`src/rtl/stop_switch_pkg.sv`:
```
// Shared constants for the Y-axis limit-switch conditioner: APB register
// offsets, STATUS field positions and default debounce length.
package stop_switch_pkg;

    // APB register offsets, decoded on PADDR[7:0]
    localparam logic [7:0] ADDR_STATUS     = 8'h00;
    localparam logic [7:0] ADDR_TRIP_CLR   = 8'h04;
    localparam logic [7:0] ADDR_IRQ_EN     = 8'h08;
    localparam logic [7:0] ADDR_TRIP_COUNT = 8'h0C;
    localparam logic [7:0] ADDR_COUNT_CLR  = 8'h10;

    // STATUS field LSB positions, each field is two bits wide
    localparam int STAT_STOP_LSB = 0;
    localparam int STAT_SYNC_LSB = 2;
    localparam int STAT_TRIP_LSB = 4;

    // 10 ms at 100 MHz
    localparam int unsigned DEBOUNCE_CYCLES_DEF = 1000000;

    // Debounce counter width, large enough for DEBOUNCE_CYCLES up to 2^24-1
    localparam int DEB_CNT_W = 24;

    // Read data for unmapped addresses and idle cycles
    localparam logic [31:0] RD_UNMAPPED = 32'hFFFF_FFFF;

endpackage

```
`src/rtl/stop_switch_conditioner_switch_debounce.sv`:
```
// One limit-switch channel: 2-flop synchroniser, debounce counter with an
// optional fast path for clear->tripped, and a registered trip event pulse.
module stop_switch_conditioner_switch_debounce
    import stop_switch_pkg::*;
#(
    parameter int unsigned DEBOUNCE_CYCLES = DEBOUNCE_CYCLES_DEF,
    parameter bit          FAST_TRIP       = 1'b1
) (
    input  logic clk_i,
    input  logic rst_i,
    input  logic raw_i,
    output logic sync_o,
    output logic stop_o,
    output logic trip_ev_o
);

    localparam logic [DEB_CNT_W-1:0] CNT_LAST = DEB_CNT_W'(DEBOUNCE_CYCLES - 1);

    logic                 meta_q;
    logic                 sync_q;
    logic                 stop_q;
    logic                 stop_d;
    logic                 trip_ev_q;
    logic [DEB_CNT_W-1:0] cnt_q;
    logic [DEB_CNT_W-1:0] cnt_d;

    // Synchronise the asynchronous switch input; nothing else samples raw_i
    always_ff @(posedge clk_i or posedge rst_i) begin
        if (rst_i) begin
            meta_q <= 1'b0;
            sync_q <= 1'b0;
        end else begin
            meta_q <= raw_i;
            sync_q <= meta_q;
        end
    end

    // Debounce: count consecutive cycles of disagreement, accept on the last
    always_comb begin
        stop_d = stop_q;
        cnt_d  = '0;
        if (sync_q != stop_q) begin
            if (FAST_TRIP && !sync_q) begin
                // Tripping is never delayed when the fast path is enabled
                stop_d = 1'b0;
            end else if (cnt_q == CNT_LAST) begin
                stop_d = sync_q;
            end else begin
                cnt_d = cnt_q + DEB_CNT_W'(1);
            end
        end
    end

    // Debounced level, counter and the 1->0 trip event register
    always_ff @(posedge clk_i or posedge rst_i) begin
        if (rst_i) begin
            stop_q    <= 1'b0;
            cnt_q     <= '0;
            trip_ev_q <= 1'b0;
        end else begin
            stop_q    <= stop_d;
            cnt_q     <= cnt_d;
            trip_ev_q <= stop_q & ~stop_d;
        end
    end

    assign sync_o    = sync_q;
    assign stop_o    = stop_q;
    assign trip_ev_o = trip_ev_q;

endmodule

```
`src/rtl/stop_switch_conditioner.sv`:
```
// Y-axis limit-switch conditioner: two debounced channels feeding stop_y,
// sticky trip flags, saturating trip counters and a maskable level IRQ,
// all exposed through an APB3 slave.
module stop_switch_conditioner
    import stop_switch_pkg::*;
#(
    parameter int unsigned DEBOUNCE_CYCLES = DEBOUNCE_CYCLES_DEF,
    parameter bit          FAST_TRIP       = 1'b1,
    parameter int unsigned CNT_W           = 16
) (
    input  logic        PCLK,
    input  logic        PRESET,
    input  logic        PSEL,
    input  logic        PENABLE,
    input  logic        PWRITE,
    input  logic [31:0] PADDR,
    input  logic [31:0] PWDATA,
    output logic [31:0] PRDATA,
    output logic        PREADY,
    output logic        PSLVERR,
    input  logic [1:0]  raw_stop,
    output logic [1:0]  stop_y,
    output logic        trip_irq
);

    localparam logic [CNT_W-1:0] CNT_MAX = {CNT_W{1'b1}};

    logic [1:0]             sync;
    logic [1:0]             trip_ev;
    logic [1:0]             trip_latched_q, trip_latched_d;
    logic [1:0]             irq_en_q, irq_en_d;
    logic [1:0][CNT_W-1:0]  trip_cnt_q, trip_cnt_d;
    logic [31:0]            prdata_q, prdata_d;
    logic                   wr_en;
    logic                   rd_en;
    logic [7:0]             addr;
    logic [1:0]             trip_clr;
    logic                   count_clr;
    logic [31:0]            status;
    logic                   unused_ok;

    // Map a trip counter onto a 16-bit TRIP_COUNT half, zero-extending
    function automatic logic [15:0] cnt16(input logic [CNT_W-1:0] c);
        logic [CNT_W+15:0] ext;
        ext = {16'b0, c};
        return ext[15:0];
    endfunction

    for (genvar i = 0; i < 2; i++) begin : g_ch
        stop_switch_conditioner_switch_debounce #(
            .DEBOUNCE_CYCLES (DEBOUNCE_CYCLES),
            .FAST_TRIP       (FAST_TRIP)
        ) u_deb (
            .clk_i     (PCLK),
            .rst_i     (PRESET),
            .raw_i     (raw_stop[i]),
            .sync_o    (sync[i]),
            .stop_o    (stop_y[i]),
            .trip_ev_o (trip_ev[i])
        );
    end

    assign wr_en     = PSEL & PWRITE & PENABLE;
    assign rd_en     = PSEL & ~PWRITE;
    assign addr      = PADDR[7:0];
    assign trip_clr  = (wr_en && addr == ADDR_TRIP_CLR) ? PWDATA[1:0] : 2'b00;
    assign count_clr = wr_en && (addr == ADDR_COUNT_CLR);

    // Next state for flags, IRQ enable and trip counters; a new trip wins over clears
    always_comb begin
        trip_latched_d = (trip_latched_q & ~trip_clr) | trip_ev;
        irq_en_d       = (wr_en && addr == ADDR_IRQ_EN) ? PWDATA[1:0] : irq_en_q;
        trip_cnt_d     = trip_cnt_q;
        for (int ch = 0; ch < 2; ch++) begin
            if (count_clr) begin
                trip_cnt_d[ch] = CNT_W'(trip_ev[ch]);
            end else if (trip_ev[ch] && trip_cnt_q[ch] != CNT_MAX) begin
                trip_cnt_d[ch] = trip_cnt_q[ch] + CNT_W'(1);
            end
        end
    end

    // Read mux; anything other than a mapped read returns all ones
    always_comb begin
        status                           = '0;
        status[STAT_STOP_LSB +: 2]       = stop_y;
        status[STAT_SYNC_LSB +: 2]       = sync;
        status[STAT_TRIP_LSB +: 2]       = trip_latched_q;
        prdata_d                         = RD_UNMAPPED;
        if (rd_en) begin
            case (addr)
                ADDR_STATUS:     prdata_d = status;
                ADDR_TRIP_CLR:   prdata_d = '0;
                ADDR_IRQ_EN:     prdata_d = {30'b0, irq_en_q};
                ADDR_TRIP_COUNT: prdata_d = {cnt16(trip_cnt_q[1]), cnt16(trip_cnt_q[0])};
                ADDR_COUNT_CLR:  prdata_d = '0;
                default:         prdata_d = RD_UNMAPPED;
            endcase
        end
    end

    // Register state and read data
    always_ff @(posedge PCLK or posedge PRESET) begin
        if (PRESET) begin
            trip_latched_q <= '0;
            irq_en_q       <= '0;
            trip_cnt_q     <= '0;
            prdata_q       <= '0;
        end else begin
            trip_latched_q <= trip_latched_d;
            irq_en_q       <= irq_en_d;
            trip_cnt_q     <= trip_cnt_d;
            prdata_q       <= prdata_d;
        end
    end

    assign PRDATA    = prdata_q;
    assign PREADY    = 1'b1;
    assign PSLVERR   = 1'b0;
    assign trip_irq  = |(trip_latched_q & irq_en_q);
    assign unused_ok = ^{PADDR[31:8], PWDATA[31:2]};

endmodule
```
`config.mk`:
```
export PLATFORM = sky130hd
export DESIGN_NAME = stop_switch_conditioner
export DESIGN_NICKNAME = d
export VERILOG_FILES = /design/src/rtl/stop_switch_pkg.sv /design/src/rtl/stop_switch_conditioner_switch_debounce.sv /design/src/rtl/stop_switch_conditioner.sv
export SDC_FILE = /design/constraint.sdc
export NUM_CORES = 1
export LEC_CHECK = 0
export ABC_AREA = 1
export CAP_MARGIN = 5
export CORE_MARGIN = 5
export CORE_UTILIZATION = 45
export CTS_BUF_LIST = sky130_fd_sc_hd__clkbuf_2
export DETAILED_ROUTE_END_ITERATION = 10
export GPL_TIMING_DRIVEN = 0
export PLACE_DENSITY = 0.8
export SKIP_CTS_REPAIR_TIMING = 1
export SYNTH_ARGS = -nofsm -noshare
export SYNTH_HDL_FRONTEND = slang
export SYNTH_HIERARCHICAL = 1
export SYNTH_SLANG_ARGS = --single-unit
export TNS_END_PERCENT = 50
```
`constraint.sdc`:
```
create_clock -name PCLK -period 1.7 [get_ports PCLK]
set_input_delay 0.17 -clock PCLK [delete_from_list [all_inputs] [get_ports PCLK]]
set_output_delay 0.17 -clock PCLK [all_outputs]
set_load 0.03 [all_outputs]
```
Word-level counts from Yosys, hierarchy flattened:

Index checks and enable logic that the tools add are counted.

* flip-flop bits (word level): 124
* input port bits: 71
* output and inout bits: 37
* logic and storage cells: 70

* add/subtract/negate cells: 4
* equality and inequality tests: 10
* multiplexer cells: 19
* bitwise operators: 12
* reduce and logical (&&, ||, !) cells: 10

Operators with widths (count)
* $mux W24: 6
* $pmux W32 S4: 1
* $mux W16: 4
* $add A24 B1 Y24 const B: 2
* $eq A24 B20 Y1 const B: 2
* $add A16 B1 Y16 const B: 2
* $mux W32: 1
* $ne A16 B16 Y1 const B: 2
* $eq A8 B4 Y1 const B: 2
* $eq A8 B3 Y1 const B: 1
* $eq A8 B5 Y1 const B: 1
* $logic_not A8 Y1: 1
* $mux W1: 6
* $and A1 B1 Y1: 5
* $logic_and A1 B1 Y1: 5
* $and A2 B2 Y2: 2
* $reduce_bool A2 Y1: 2
* $reduce_or A2 Y1: 2
* $not A1 Y1: 3
* $mux W2: 1
* $ne A1 B1 Y1: 2
* $not A2 Y2: 1
* $or A2 B2 Y2: 1

Logic depth before layout (Yosys ltp):

* depth after elaboration: 7
* mapped depth: 10
* gate-level depth less buffers: 10

By module:

Netlist, hierarchy kept.

Modules (own cells, without submodules)
* stop_switch_conditioner: times used 1, cells each 467, area an instance 3767.4 um^2, seq. area each 1701.6 um^2
* stop_switch_conditioner_switch_debounce: times used 2, cells each 202, area an instance 1562.7 um^2, seq. area each 700.7 um^2

Worst setup path after synthesis:

No wires, ideal clock.

* kind: flip-flop to flip-flop
* start: register g_ch[0].u_deb.cnt_q[0]
* end: register g_ch[0].u_deb.cnt_q[9]
* data arrival time: 1.322 ns
* data required time: 1.579 ns
* slack: 0.256 ns
* cell stages (with the launch flop): 10
* path buffers: 1
* clock period less this slack: 1.444 ns
* path through: dfrtp_1 -> ha_1 -> nand2_2 -> nor2_4 -> nand2_4 -> nor2_4 -> nand3_4 -> nand2_4 -> buf_12 -> nor2_1

* cells in the longest elaborated chain, start to end: 4

RTL lines
* from (decl): RTL line stop_switch_conditioner_switch_debounce.sv:24 `logic [DEB_CNT_W-1:0] cnt_q;`
* from (signal assigned): RTL line stop_switch_conditioner_switch_debounce.sv:62 `cnt_q <= cnt_d;`
* $add A24 B1 Y24 or $eq A24 B20 Y1 (tied branches): RTL line stop_switch_conditioner_switch_debounce.sv:49, stop_switch_conditioner_switch_debounce.sv:46
* $mux W24 (*): RTL line stop_switch_conditioner_switch_debounce.sv:46 `end else if (cnt_q == CNT_LAST) begin`
* $mux W24 (*): RTL line stop_switch_conditioner_switch_debounce.sv:43 `if (FAST_TRIP && !sync_q) begin`
* $mux W24 (*): RTL line stop_switch_conditioner_switch_debounce.sv:42 `if (sync_q != stop_q) begin`
* named net g_ch[0].u_deb.cnt_d[9]: RTL line stop_switch_conditioner_switch_debounce.sv:25 `logic [DEB_CNT_W-1:0] cnt_d;`

The timed path passes the listed nets; every way through them passes the cells marked *.
A chain may end at the register's enable or synchronous reset.

Final worst setup path:

* start: register irq_en_q[1]
* end: output trip_irq

* cells in the longest elaborated chain, start to end: 2

RTL lines
* from (decl): RTL line stop_switch_conditioner.sv:31 `logic [1:0] irq_en_q, irq_en_d;`
* from (signal assigned): RTL line stop_switch_conditioner.sv:111 `irq_en_q <= irq_en_d;`
* $and A2 B2 Y2: RTL line stop_switch_conditioner.sv:120 `assign trip_irq = |(trip_latched_q & irq_en_q);`
* $reduce_or A2 Y1: RTL line stop_switch_conditioner.sv:120
* to (decl): RTL line stop_switch_conditioner.sv:23 `output logic trip_irq`

Every way passes these cells.

==> impl_metrics.toml <==
[worst_setup_path]
max_stage_delay_ns = 0.44
worstPathRequired_ns = 1.53
startpoint_type = "register"
cp_cell_sequence = "a22o_1, buf_2"
critical_path.top_delay_family = "flip-flops"
r2r-start = "g_ch[0].u_deb/cnt_q[0]"
cp_max_fo = 3
critPathBufInv = 1
setup.worst_path.end_class = "output pin"
rrSetupSlack_ns = 0.07
worstSetupPathType = "register to output pin"
cp-startpoint = "irq_en_q[1]"
rr_endpoint = "g_ch[0].u_deb/cnt_q[13]"
ff2ff_path_depth = 9
arrival_ns = 1.60
cpMaxStageDelayCell = "dfrtp_1"

[drt]
drtAntennaViolNets = 0
wire_per_inst_um = 13.6
drtIter0Drc = 547
drt-total-wl_um = 15800
drc = 0
via_per_inst = 5.15
dr.pass1.iters = 7
num_vias = 5990

[synth]
avgSynthCellArea_sq_um = 7.91
ys_seq_area_share_pct = 45.0
syn_nets = 948
yosysWarnings = 6
syn_area_sq_mm = 0.00689
syn-instance-count = 871
synth_cell_type_count = 35
ys_ff_latch = 124

[run]
cap_violations = 0

[pwr]
irDropWorstVdd_mv = 0.407
power.leakage_nw = 3.61
power.density_mw_per_mm2 = 629

[grt]
grt_max_degree = 41
antenna_found_initial = 1
first_global_vias = 5558
grt_pass1_wl_um = 26700
grt_usage_pct = 18.3
overflow = 0

[cells_and_area]
layout.nets = 1039
ff_latch_area_sq_mm = 0.00311
nFillCells = 1379
drive_gt1_share_pct = 16.3
antenna_cells = 0
fin_area_sq_mm = 0.00822
area_growth_pct = 19.2
multi_input_area_sq_mm = 0.00329

[sta]
worst_slew_pin_slew_ns = 1.06
fin_worst_skew_ns = 0.0312
fin_crit_sh_pct = 104
fin_ws_ns = -0.0676
period_minus_slack_ns = 1.77
rsz0062_at_grt = "yes"
setup_viol = 1
hold_violations = 0
finalMaxSlewViolations = 0
slew_headroom_pct = 29.3
max_freq_mhz = 566

[place]
post-place-ws_ns = -0.198
dp_hpwl_um = 11500
dpl_cell_area_sq_mm = 0.00766
port-buffer-count = 51
place.gp.congestion = 0.896

[clocking]
clk_pin_slew_ns = 0.19
cts.sink_count = 124
cts_tree = "built"
clockBufferDepth = 2
clk_latency_ns = 0.70
cts_made_buffers = 17
cts_max_level = 4
cts_root_buffer = "clkbuf_2"

[min_path]
whs_endpoint = "irq_en_q[0]"
hp-class = "primary input to register"
worstHoldStart = "PWDATA[0]"
hold_depth = 3

[run_status]
status = "finished, violations left"
violations = "setup timing"

[die]
floorplan.die.height_um = 134
io_pins = 108
dieWidth_um = 134
die-area_sq_mm = 0.0179
initial_core_util_pct = 45.7
row_count = 45
core_area_sq_mm = 0.0151
power breakdown:
group          total [mW]  internal [mW]  switching (mW)
combinational       0.278         0.0993           0.179
clock                1.91          0.811            1.10
sequential           2.98           2.97          0.0116
metal layers:
metal	global-route usage [%]	up-vias	wire, um
li1	-	2974	-
met1	24.2	2818	7140
met2	29.3	176	7470
met3	5.93	20	978
met4	4.74	2	187
met5	0	-	11
worst reg2reg max path, delay by kind of cell (launching register included):
kind | cells | cell delay [ns]
DFF | 1 | 0.45
buffers and inverters | 1 | 0.15
and+or+nand+nor | 7 | 0.79
adders and majority gates | 1 | 0.17
cells in the final DEF, fill, tap and decap left out, types with 6 or more instances in the layout:
master and n:
nand2_1 206, nor2_1 134, dfrtp_1 122, inv_1 100, nand3_1 87, dlymetal6s2s_1 32
nor2_2 31, nand4_1 23, a21oi_1 21, o211ai_2 20, clkbuf_2 19, buf_4 18
o21ai_0 17, xor2_1 16, clkdlybuf4s50_1 16, o21ai_1 12, nor2_4 9, buf_2 8
xnor2_1 8, nand2_4 7, buf_6 6
through the flow:
stage / TNS (ns) / std cells / power (mW) / hold slack [ns] / util (%)
floorplan: 0 / 871 / 3.20 / 0.201 / -
detailed placement: -7.19 / 1111 / 3.30 / 0.366 / 50.8
finish: -0.0676 / 1163 / 5.17 / 0.0700 / 54.5
CTS: -10.00 / 1143 / 5.22 / -0.162 / 52.4
global route: -0.543 / 1163 / 5.39 / 0.000937 / 54.5
global placement: -18.14 / 1110 / 3.29 / 0.371 / 50.6
worst max path at each step:
stage | endpoint | slack [ns] | cells past startpoint
floorplan | g_ch[0].u_deb/cnt_q[9] | 0.26 | 9
global placement | PRDATA[11] | -0.18 | 2
detailed placement | PRDATA[18] | -0.20 | 5
CTS | trip_irq | -0.54 | 2
global route | trip_irq | -0.17 | 2
finish | trip_irq | -0.07 | 2
synthesized netlist by cell type:
cell type	number	area, sq um
nand2_1	206	773
nor2_1	138	518
dfrtp_1	124	3100
inv_1	101	379
nand3_1	87	435
nor2_2	27	169
nand4_1	23	144
a21oi_1	21	105
o211ai_2	20	250
o21ai_0	18	90.1
xor2_1	16	140
o21ai_1	11	55.1
buf_2	8	40.0
nor2_4	8	90.1
xnor2_1	8	70.1
buf_4	6	45.0
ha_1	6	75.1
nand2_2	6	37.5
nand2_4	6	67.6
inv_2	5	18.8
nand3_4	3	52.6
o211ai_1	3	22.5
buf_12	2	40.0
buf_6	2	22.5
clkbuf_1	2	7.51
conb_1	2	7.51
nor2_8	2	40.0
o221a_2	2	22.5
o22ai_1	2	12.5
a22o_1	1	8.76
buf_1	1	3.75
nor3_1	1	5.00
nor3_4	1	16.3
o21ai_2	1	8.76
o21ai_4	1	16.3
cells by family after synthesis:
family,after synthesis,share of synthesized area (%)
and+or+nand+nor,508,34.1
xor gates and xnor gates,24,3.05
other,2,0.109
buffers and inverters,127,8.08
AOI/OAI and AO/OA,80,8.59
DFF,124,45.0
adders and majority gates,6,1.09
sequential cells by signal (all words and copies together), names as in the netlist, named ones only:
signal	flops
g_ch.u_deb/trip_ev_o	2
g_ch.u_deb/sync_o	2
trip_cnt_q	32
PRDATA	32
irq_en_q	2
g_ch.u_deb/cnt_q	48
g_ch.u_deb/meta_q	2
trip_latched_q	2
final cells by class:
type	instances	share of cell area [%]
clock buffer	19	1.16
buffer	21	2.06
clock inverter	13	1.83
sequential	124	37.8
tap	188	2.86
multi-input combinational	621	40.0
inverter	106	4.89
timing repair buffer	71	9.41
(Power assumes the default switching activity.)
==> patch, RTL diff (same settings) <==
Make the reset (`PRESET` and `rst_i`) synchronous in 3 clocked blocks. Comments in the files are not updated.
--- a/src/rtl/stop_switch_conditioner_switch_debounce.sv
+++ b/src/rtl/stop_switch_conditioner_switch_debounce.sv
@@ -25,7 +25,7 @@
     logic [DEB_CNT_W-1:0] cnt_d;
 
     // Synchronise the asynchronous switch input; nothing else samples raw_i
-    always_ff @(posedge clk_i or posedge rst_i) begin
+    always_ff @(posedge clk_i) begin
         if (rst_i) begin
             meta_q <= 1'b0;
             sync_q <= 1'b0;
@@ -52,7 +52,7 @@
     end
 
     // Debounced level, counter and the 1->0 trip event register
-    always_ff @(posedge clk_i or posedge rst_i) begin
+    always_ff @(posedge clk_i) begin
         if (rst_i) begin
             stop_q    <= 1'b0;
             cnt_q     <= '0;
--- a/src/rtl/stop_switch_conditioner.sv
+++ b/src/rtl/stop_switch_conditioner.sv
@@ -100,7 +100,7 @@
     end
 
     // Register state and read data
-    always_ff @(posedge PCLK or posedge PRESET) begin
+    always_ff @(posedge PCLK) begin
         if (PRESET) begin
             trip_latched_q <= '0;
             irq_en_q       <= '0;
Check against the original RTL: differs if PRESET is asserted again (counterexample within 4 cycles, from zero or initial values and one cycle with PRESET high); with PRESET held inactive, the same outputs for 10 cycles.
==> patch against the original RTL <==
- sequential cell count unchanged
- area after synthesis fell by 5.1%
- sequential power barely moved
- cell area shrank 8.7%
- worst setup slack better by 0.12 ns
- critical path depth did not move
- power is 9.5% lower
- clock skew fell by 0.011 ns
- routed wire length down 7.4%
- core utilization is 2.2 points lower
- global-route usage fell by 0.79 points
- critical path type unchanged
- critical endpoint unchanged
- highest routed layer is now met4
==> patch: results (changes against the original RTL) <==
- Run status: complete, no violations (was complete, but fails checks).
- The data arrival time at the worst-slack endpoint is 1.48 ns (was 1.60 ns).
- The global-route wire length before repair is 24.19 mm (was 26.70 mm).
- The total nets after synthesis is 1030 (was 948).
- The class of the tightest hold or removal check is input pin to flip-flop (unchanged).
- The final weighted congestion in routability-driven placement is 0.9059 (was 0.8961).
- The TritonCTS buffer count is 17 (unchanged).
- The worst voltage drop across the vdd grid came to 0.4040 mV (was 0.4066 mV).
- The endpoint of the lowest-slack register-to-register path is trip_cnt_q[17] (was g_ch[0].u_deb/cnt_q[13]).
- The via count of the first global-routing pass is 5299 (was 5558).
- The startpoint of the worst register-to-register path was trip_cnt_q[16] (was g_ch[0].u_deb/cnt_q[0]).
- The fraction of final layout cells with drive strength greater than 1 is 13.57% (was 16.31%).
- The total placed instance area was 7279 um^2 (was 7662 um^2).
- The worst setup slack for register-to-register paths is 0.13 ns (was 0.07 ns).
- The via density per instance is 4.950 (was 5.150).
- The number of nets in the final layout is 1102 (was 1039).
- The total global-route track usage came to 17.56% (was 18.35%).
- The final HPWL from detailed placement is 11.14 mm (was 11.53 mm).
- Leading post-synthesis cells by instance count: nand2_1, nor2_1, dfxtp_1, inv_1, nand3_1 (was nand2_1, nor2_1, dfrtp_1, inv_1, nand3_1).
- The static power due to leakage came to 2.873 nW (was 3.611 nW).
- The initial antenna violation count is 0 (was 1).
- Leading cell types by total area after synthesis: dfxtp_1, nand2_1, nor2_1, nand3_1, inv_1 (was dfrtp_1, nand2_1, nor2_1, nand3_1, inv_1).
- The wire length per cell came to 12.03 um (was 13.58 um).
- The number of optimization iterations in the first detailed-route pass was 8 (was 7).
- The clock latency on the worst-skew pair was 0.67 ns (was 0.70 ns).
- The clock tree root buffer cell is clkbuf_2 (unchanged).
- The worst clock skew is 0.02006 ns (was 0.03125 ns).
- The number of DRC markers in iteration 0 is 465 (was 547).
- The placement-stage worst setup slack is -0.5127 ns (was -0.1981 ns).
- The async set-or-reset flop fraction in the synthesized netlist is 0% (was 100.0%).
- The register clock-pin slew on the reported worst setup and hold paths was 0.14 ns (was 0.19 ns).
- The endpoint with the worst hold slack is irq_en_q[0] (unchanged).
- The part of the Yosys area used for sequential elements came to 37.96% (was 45.02%).
- The measured slew at the worst slew-check pin is 0.5565 ns (was 1.059 ns).
- The pin count of the biggest net entering global routing is 17 (was 41).
[patch: changes by cell type after synthesis, sizes merged, moves of 6 or more]
cell | before | now
a21oi | 21 | 52
a31oi | 0 | 26
dfrtp | 124 | 0
dfxtp | 0 | 124
inv | 106 | 100
nand2 | 218 | 253
nand4 | 23 | 9
nor2 | 175 | 192
o211ai | 23 | 0
o21ai | 31 | 12
or2 | 0 | 8
[patch: power breakdown]
| part | switching, W | total (W) | internal (W) |
|---|---|---|---|
| registers | 0.0000131 | 0.00297 | 0.00296 |
| logic | 0.000230 | 0.000378 | 0.000148 |
| clock network | 0.000986 | 0.00133 | 0.000343 |
| total | 0.00123 | 0.00468 | 0.00345 |
[patch: area by class of cell]
| type | count | area, um^2 |
|---|---|---|
| fillers | 1389 | 6865 |
| multi-input cells | 697 | 3478 |
| flip-flops and latches | 124 | 2487 |
| repair buffers | 53 | 595.6 |
| inverters | 100 | 375.4 |
| well taps | 184 | 230.2 |
| plain buffers | 30 | 202.7 |
| clock buffers | 21 | 105.1 |
| clock inverters | 7 | 28.78 |
[patch: how the worst max path moves through the flow]
stage                        from              to  slack (ns)  cells past startpoint
finish                irq_en_q[1]        trip_irq        0.05                      2
global route          irq_en_q[1]        trip_irq       -0.04                      2
CTS                   irq_en_q[1]        trip_irq       -0.46                      2
detailed placement         PRESET  trip_cnt_q[30]       -0.51                      8
global placement           PRESET   trip_cnt_q[6]       -0.46                      6
floorplan           trip_cnt_q[0]  trip_cnt_q[13]        0.28                      9
[patch: per-stage QoR]
stage               total power (W)  hold WS (ns)  instances  util [%]
floorplan                  0.003247        0.2412        951         -
global placement           0.003408        0.3959       1186     50.66
detailed placement         0.003415        0.3974       1186     50.66
CTS                        0.004731      -0.05343       1214     51.59
global route               0.004887        0.1962       1216     52.22
finish                     0.004675        0.2775       1216     52.22
[patch: logic make-up (layout without fill, tap and decap cells)]
group	count (synthesis)	count (layout)	share of synthesized area, %
buffers and inverters	130	211	8.840
and+or+nand+nor	564	564	39.71
xor gates and xnor gates	28	28	3.750
AOI/OAI and AO/OA	95	95	8.094
adders and majority gates	8	8	1.531
DFF	124	124	37.96
other	2	2	0.1149
[patch: critical path, cell delays in order (launching register included)]
cell and delay (ns):
dfxtp_1 0.39, a22o_1 0.22, buf_2 0.22
[patch: layer usage]
layer | vias to the layer above | GRT usage (%) | share of wire (%)
met5 | - | 0 | 0
met1 | 2702 | 22.22 | 45
met2 | 154 | 28.94 | 46
li1 | 3141 | - | -
met3 | 22 | 4.146 | 6.1
met4 | 0 | 7.018 | 2.4
